==> src/rtl/instr_fetch_unit.sv <==
// Instruction fetch stage: PC, memory req/ack, instruction register with pre-split fields.
// Optional request timeout fault enabled by defining FETCH_TIMEOUT_EN.
module instr_fetch_unit #(
  parameter logic [15:0] RESET_PC = 16'h0000
`ifdef FETCH_TIMEOUT_EN
  ,
  parameter int TIMEOUT_CYCLES = 8
`endif
) (
  input  logic        clk,
  input  logic        reset,
  output logic        mem_req,
  output logic [15:0] mem_addr,
  input  logic        mem_ack,
  input  logic [15:0] mem_rdata,
  input  logic        pc_load,
  input  logic [15:0] pc_target,
  output logic        instr_valid,
  input  logic        instr_ready,
  output logic [15:0] instr,
  output logic [15:0] instr_pc,
  output logic [3:0]  opcode,
  output logic [2:0]  ra,
  output logic [2:0]  rb,
  output logic [2:0]  rc,
  output logic        comp,
  output logic [1:0]  cz,
  output logic [5:0]  imm6,
  output logic [8:0]  imm9
`ifdef FETCH_TIMEOUT_EN
  ,
  output logic        fetch_err
`endif
);

  typedef enum logic [1:0] {IDLE, REQ, HOLD} state_t;

  state_t      state, state_nxt;
  logic [15:0] pc, pc_nxt;
  logic        cap_word;
  logic        cap_fault;

`ifdef FETCH_TIMEOUT_EN
  localparam int CNT_W = $clog2(TIMEOUT_CYCLES + 1);
  logic [CNT_W-1:0] tmo_cnt;
  logic             tmo_hit;

  assign tmo_hit = (tmo_cnt == CNT_W'(TIMEOUT_CYCLES - 1));
`endif

  always_comb begin
    state_nxt = state;
    pc_nxt    = pc;
    cap_word  = 1'b0;
    cap_fault = 1'b0;
    case (state)
      IDLE: state_nxt = REQ;
      REQ: begin
        if (mem_ack) begin
          state_nxt = HOLD;
          pc_nxt    = pc + 16'd1;
          cap_word  = 1'b1;
        end
`ifdef FETCH_TIMEOUT_EN
        else if (tmo_hit) begin
          state_nxt = HOLD;
          cap_fault = 1'b1;
        end
`endif
      end
      HOLD: if (instr_ready) state_nxt = REQ;
      default: state_nxt = IDLE;
    endcase
    // A redirect overrides everything, including a word returning this cycle.
    if (pc_load) begin
      state_nxt = REQ;
      pc_nxt    = pc_target;
      cap_word  = 1'b0;
      cap_fault = 1'b0;
    end
  end

  always_ff @(posedge clk or negedge reset) begin
    if (!reset) begin
      state    <= IDLE;
      pc       <= RESET_PC;
      instr    <= 16'h0000;
      instr_pc <= 16'h0000;
    end else begin
      state <= state_nxt;
      pc    <= pc_nxt;
      if (cap_word) begin
        instr    <= mem_rdata;
        instr_pc <= pc;
      end else if (cap_fault) begin
        instr    <= 16'h0000;
        instr_pc <= pc;
      end
    end
  end

`ifdef FETCH_TIMEOUT_EN
  always_ff @(posedge clk or negedge reset) begin
    if (!reset) begin
      tmo_cnt   <= '0;
      fetch_err <= 1'b0;
    end else begin
      if (state == REQ && !mem_ack && !pc_load && !tmo_hit)
        tmo_cnt <= tmo_cnt + 1'b1;
      else
        tmo_cnt <= '0;
      if (cap_fault)
        fetch_err <= 1'b1;
    end
  end
`endif

  assign mem_req     = (state == REQ);
  assign instr_valid = (state == HOLD);
  assign mem_addr    = pc;

  assign opcode = instr[15:12];
  assign ra     = instr[11:9];
  assign rb     = instr[8:6];
  assign rc     = instr[5:3];
  assign comp   = instr[2];
  assign cz     = instr[1:0];
  assign imm6   = instr[5:0];
  assign imm9   = instr[8:0];

endmodule

==> config.mk <==
export PLATFORM = sky130hd
export DESIGN_NAME = instr_fetch_unit
export DESIGN_NICKNAME = d
export VERILOG_FILES = /design/src/rtl/instr_fetch_unit.sv
export SDC_FILE = /design/constraint.sdc
export NUM_CORES = 1
export LEC_CHECK = 0
export ABC_CLOCK_PERIOD_IN_PS = 2400
export CORE_MARGIN = 2
export CORE_UTILIZATION = 42
export CTS_BUF_LIST = sky130_fd_sc_hd__clkbuf_8
export DETAILED_ROUTE_END_ITERATION = 12
export GPL_TIMING_DRIVEN = 0
export HOLD_SLACK_MARGIN = 0.1
export PLACE_DENSITY_LB_ADDON = 0.1
export SLEW_MARGIN = 20
export SYNTH_ARGS = -nofsm -noshare
export SYNTH_HDL_FRONTEND = slang
export SYNTH_SLANG_ARGS = --single-unit
==> constraint.sdc <==
create_clock -name clk -period 2.4 [get_ports clk]
set_clock_uncertainty 0.15 [all_clocks]
set_input_delay 0.36 -clock clk [delete_from_list [all_inputs] [get_ports clk]]
set_output_delay 0.36 -clock clk [all_outputs]
set_load 0.01 [all_outputs]
==> flow_metrics.env <==
export IMPL_hold_path_cell_count=2
export IMPL_diodes=0
export IMPL_post_cts_buffers=0
export IMPL_synth_nets=249
export IMPL_critPathTopFamily="simple AND/OR/NAND/NOR gates"
export IMPL_die_w_um=80.1
export IMPL_drtIter0Drc=77
export IMPL_r2r_end="mem_addr[12]"
export IMPL_critPathMaxFanout=10
export IMPL_hold_path_end="mem_addr[0]"
export IMPL_fmax_mhz=480
export IMPL_status="complete, no violations"
export IMPL_post_synth_cell_area_avg_um2=11.5
export IMPL_drt_pass1_iterations=4
export IMPL_hpwl_um=4120
export IMPL_hold_path_class="in -> reg"
export IMPL_rrSetupSlack_ps=330
export IMPL_reg2reg_depth=5
export IMPL_ir_worst_vdd_v=0.000512
export IMPL_drv_cap=0
export IMPL_ys_ff_latch=50
export IMPL_synth_cells=211
export IMPL_grt_first_pass_wirelength_um=9110
export IMPL_die_area_um2=6410
export IMPL_finalHoldViolCount=0
export IMPL_end_kind="flip-flop"
export IMPL_die_y_um=80.1
export IMPL_rsz0062_at_grt="false"
export IMPL_n_fill_cell=440
export IMPL_cp_start_kind="input pin"
export IMPL_wirelength_um=5570
export IMPL_layout_common_cells="115 x clkdlybuf4s50_1, 50 x dfrtp_1, 33 x mux2_2, 32 x buf_4, 19 x nand2_1"
export IMPL_vias=1953
export IMPL_drive_above_1_share=0.241
export IMPL_vias_per_cell=4.79
export IMPL_cts_tree="yes"
export IMPL_clockBufferDepth=2
export IMPL_drc=0
export IMPL_io_buffer_count=116
export IMPL_area_growth_pct=56.3
export IMPL_grt_usage=0.181
export IMPL_grt_max_degree=51
export IMPL_relSlewSlack=0.577
export IMPL_path_class="in -> reg"
export IMPL_clk_pin_slew_worst_paths_ps=90
export IMPL_yosysSeqAreaShare=0.515
export IMPL_gr_usage_met1=0.226
export IMPL_gr_usage_met2=0.312
export IMPL_max_stage_delay_ps=540
export IMPL_worst_pin_slew_ps=634
export IMPL_setup_violations=0
export IMPL_numCtsBuffers=5
export IMPL_final_common_cell="clkdlybuf4s50_1"
export IMPL_htreeDepth=2
export IMPL_core_area_um2=5540
export IMPL_pin_count=118
export IMPL_crit_chain="clkdlybuf4s50_1, nand3b_4, or3_4, or4_1, a31oi_1"
export IMPL_syn_area_um2=2430
export IMPL_multi_input_area_um2=900
export IMPL_ys_warn_count=0
export IMPL_antenna_found_initial=0
export IMPL_met3_usage=0.0438
export IMPL_finalCritPeriodShare=0.867
export IMPL_initial_core_util=0.439
export IMPL_worst_path_buf_inv=1
export IMPL_seqCellArea_um2=1250
export IMPL_fin_nets=373
export IMPL_clock_sinks=50
export IMPL_post_drt_wl_per_cell_um=13.6
export IMPL_hp_start="pc_load"
export IMPL_slew_violations=0
export IMPL_crit_arrival_ps=2150
export IMPL_grt_most_used_layer="met2"
export IMPL_power_density_nw_per_um2=773
export IMPL_root_buffer="clkbuf_8"
export IMPL_whs_ps=321
export IMPL_grt_pass1_vias=1948
export IMPL_synth_cell_types=30
export IMPL_timing_setup_tns_ps=0
export IMPL_clk_latency_ps=300
export IMPL_r2r_start="mem_addr[0]"
export IMPL_overflow=0
export IMPL_slowest_stage="clkdlybuf4s50_1"
export IMPL_cp_required_ps=2470
export IMPL_placementRows=27
export IMPL_gp_congestion=0.771
export IMPL_p_leak_nw=1.58
export IMPL_fin_crit_ps=2080
export IMPL_ant_nets=0
-- metal layers --
| metal | part of all wire | routed length [µm] |
|---|---|---|
| met5 | 0 | 0 |
| met4 | 0.010 | 58 |
| met3 | 0.077 | 427 |
| met2 | 0.49 | 2720 |
| met1 | 0.42 | 2360 |
-- through the flow --
step / instance area [µm²] / cells / total power, mW / util / worst slack (ps)
after global placement: 3680 / 399 / 2.39 / 0.664 / -675
after CTS: 3800 / 408 / 2.98 / 0.686 / 292
final: 3800 / 408 / 2.94 / 0.686 / 319
after detailed placement: 3680 / 399 / 2.41 / 0.664 / -35.0
after global routing: 3800 / 408 / 3.09 / 0.686 / 168
after floorplan: 2430 / 211 / 1.69 / - / 481
-- cell type report --
type | count | share of cell area
flip-flops and latches | 50 | 0.329
multi-input cells | 119 | 0.237
well taps | 72 | 0.0237
clock buffers | 8 | 0.0290
plain buffers | 38 | 0.0695
inverters | 4 | 0.00395
repair buffers | 117 | 0.308
-- cells in the mapped netlist, drive strengths merged --
cell	instances	area, µm²
dfrtp	50	1250
buf	35	253
mux2	33	372
nand2	19	71.3
o21ai	15	75.1
xnor2	11	96.3
nor2	7	26.3
nor4	5	31.3
inv	4	15.0
nand3	4	20.0
nand4	4	40.0
nor3	4	20.0
clkbuf	3	11.3
or3	3	25.0
a31oi	2	12.5
nor2b	2	12.5
a221o	1	10.0
and2	1	6.26
ha	1	12.5
mux2i	1	10.0
nand2b	1	6.26
nand3b	1	20.0
nand4b	1	8.76
o31ai	1	7.51
or4	1	7.51
xor2	1	8.76
-- worst register-to-register path, delay by kind of cell (launching register included) --
| family | cells | cell delay (ps) |
|---|---|---|
| DFF | 1 | 480 |
| xor gates and xnor gates | 1 | 100 |
| muxes | 1 | 260 |
| and+or+nand+nor | 2 | 780 |
| adders and majority gates | 1 | 180 |
-- flip-flops by register name, summed over array words and instances (netlist names) --
| register | count |
|---|---|
| instr | 16 |
| instr_pc | 16 |
| mem_addr | 16 |
| state | 2 |
-- logic make-up (layout without fill, tap and decap cells) --
group                      after synthesis  count (layout)  synth area share
AOI/OAI and AO/OA                       19              19            0.0433
DFF                                     50              50             0.515
adders and majority gates                1               1           0.00515
muxes                                   34              34             0.157
and+or+nand+nor                         53              53             0.122
xor gates and xnor gates                12              12            0.0433
buffers and inverters                   42             167             0.115
-- what timing repair did --
action | 4_1_cts | 5_1_grt
hold buffers | 1 | 0
endpoints found under the hold margin | 50 | 0
resized for setup | 0 | 0
-- where the power goes --
part | leakage (nW) | switching [mW] | internal [mW]
Sequential | 0.597 | 0.146 | 1.01
Combinational | 0.922 | 0.401 | 0.821
Clock | 0.0575 | 0.269 | 0.291
-- worst max-delay path by stage --
stage                      startpoint      endpoint  cells after the start
final                         mem_ack  mem_addr[15]                      5
after global routing          mem_ack     instr[12]                      5
after CTS                     mem_ack      instr[4]                      5
after detailed placement      mem_ack      instr[4]                      5
after global placement          reset  instr_pc[13]                      1
after floorplan           mem_addr[6]  mem_addr[15]                      5
No activity file was read; power rests on OpenSTA's default activity.
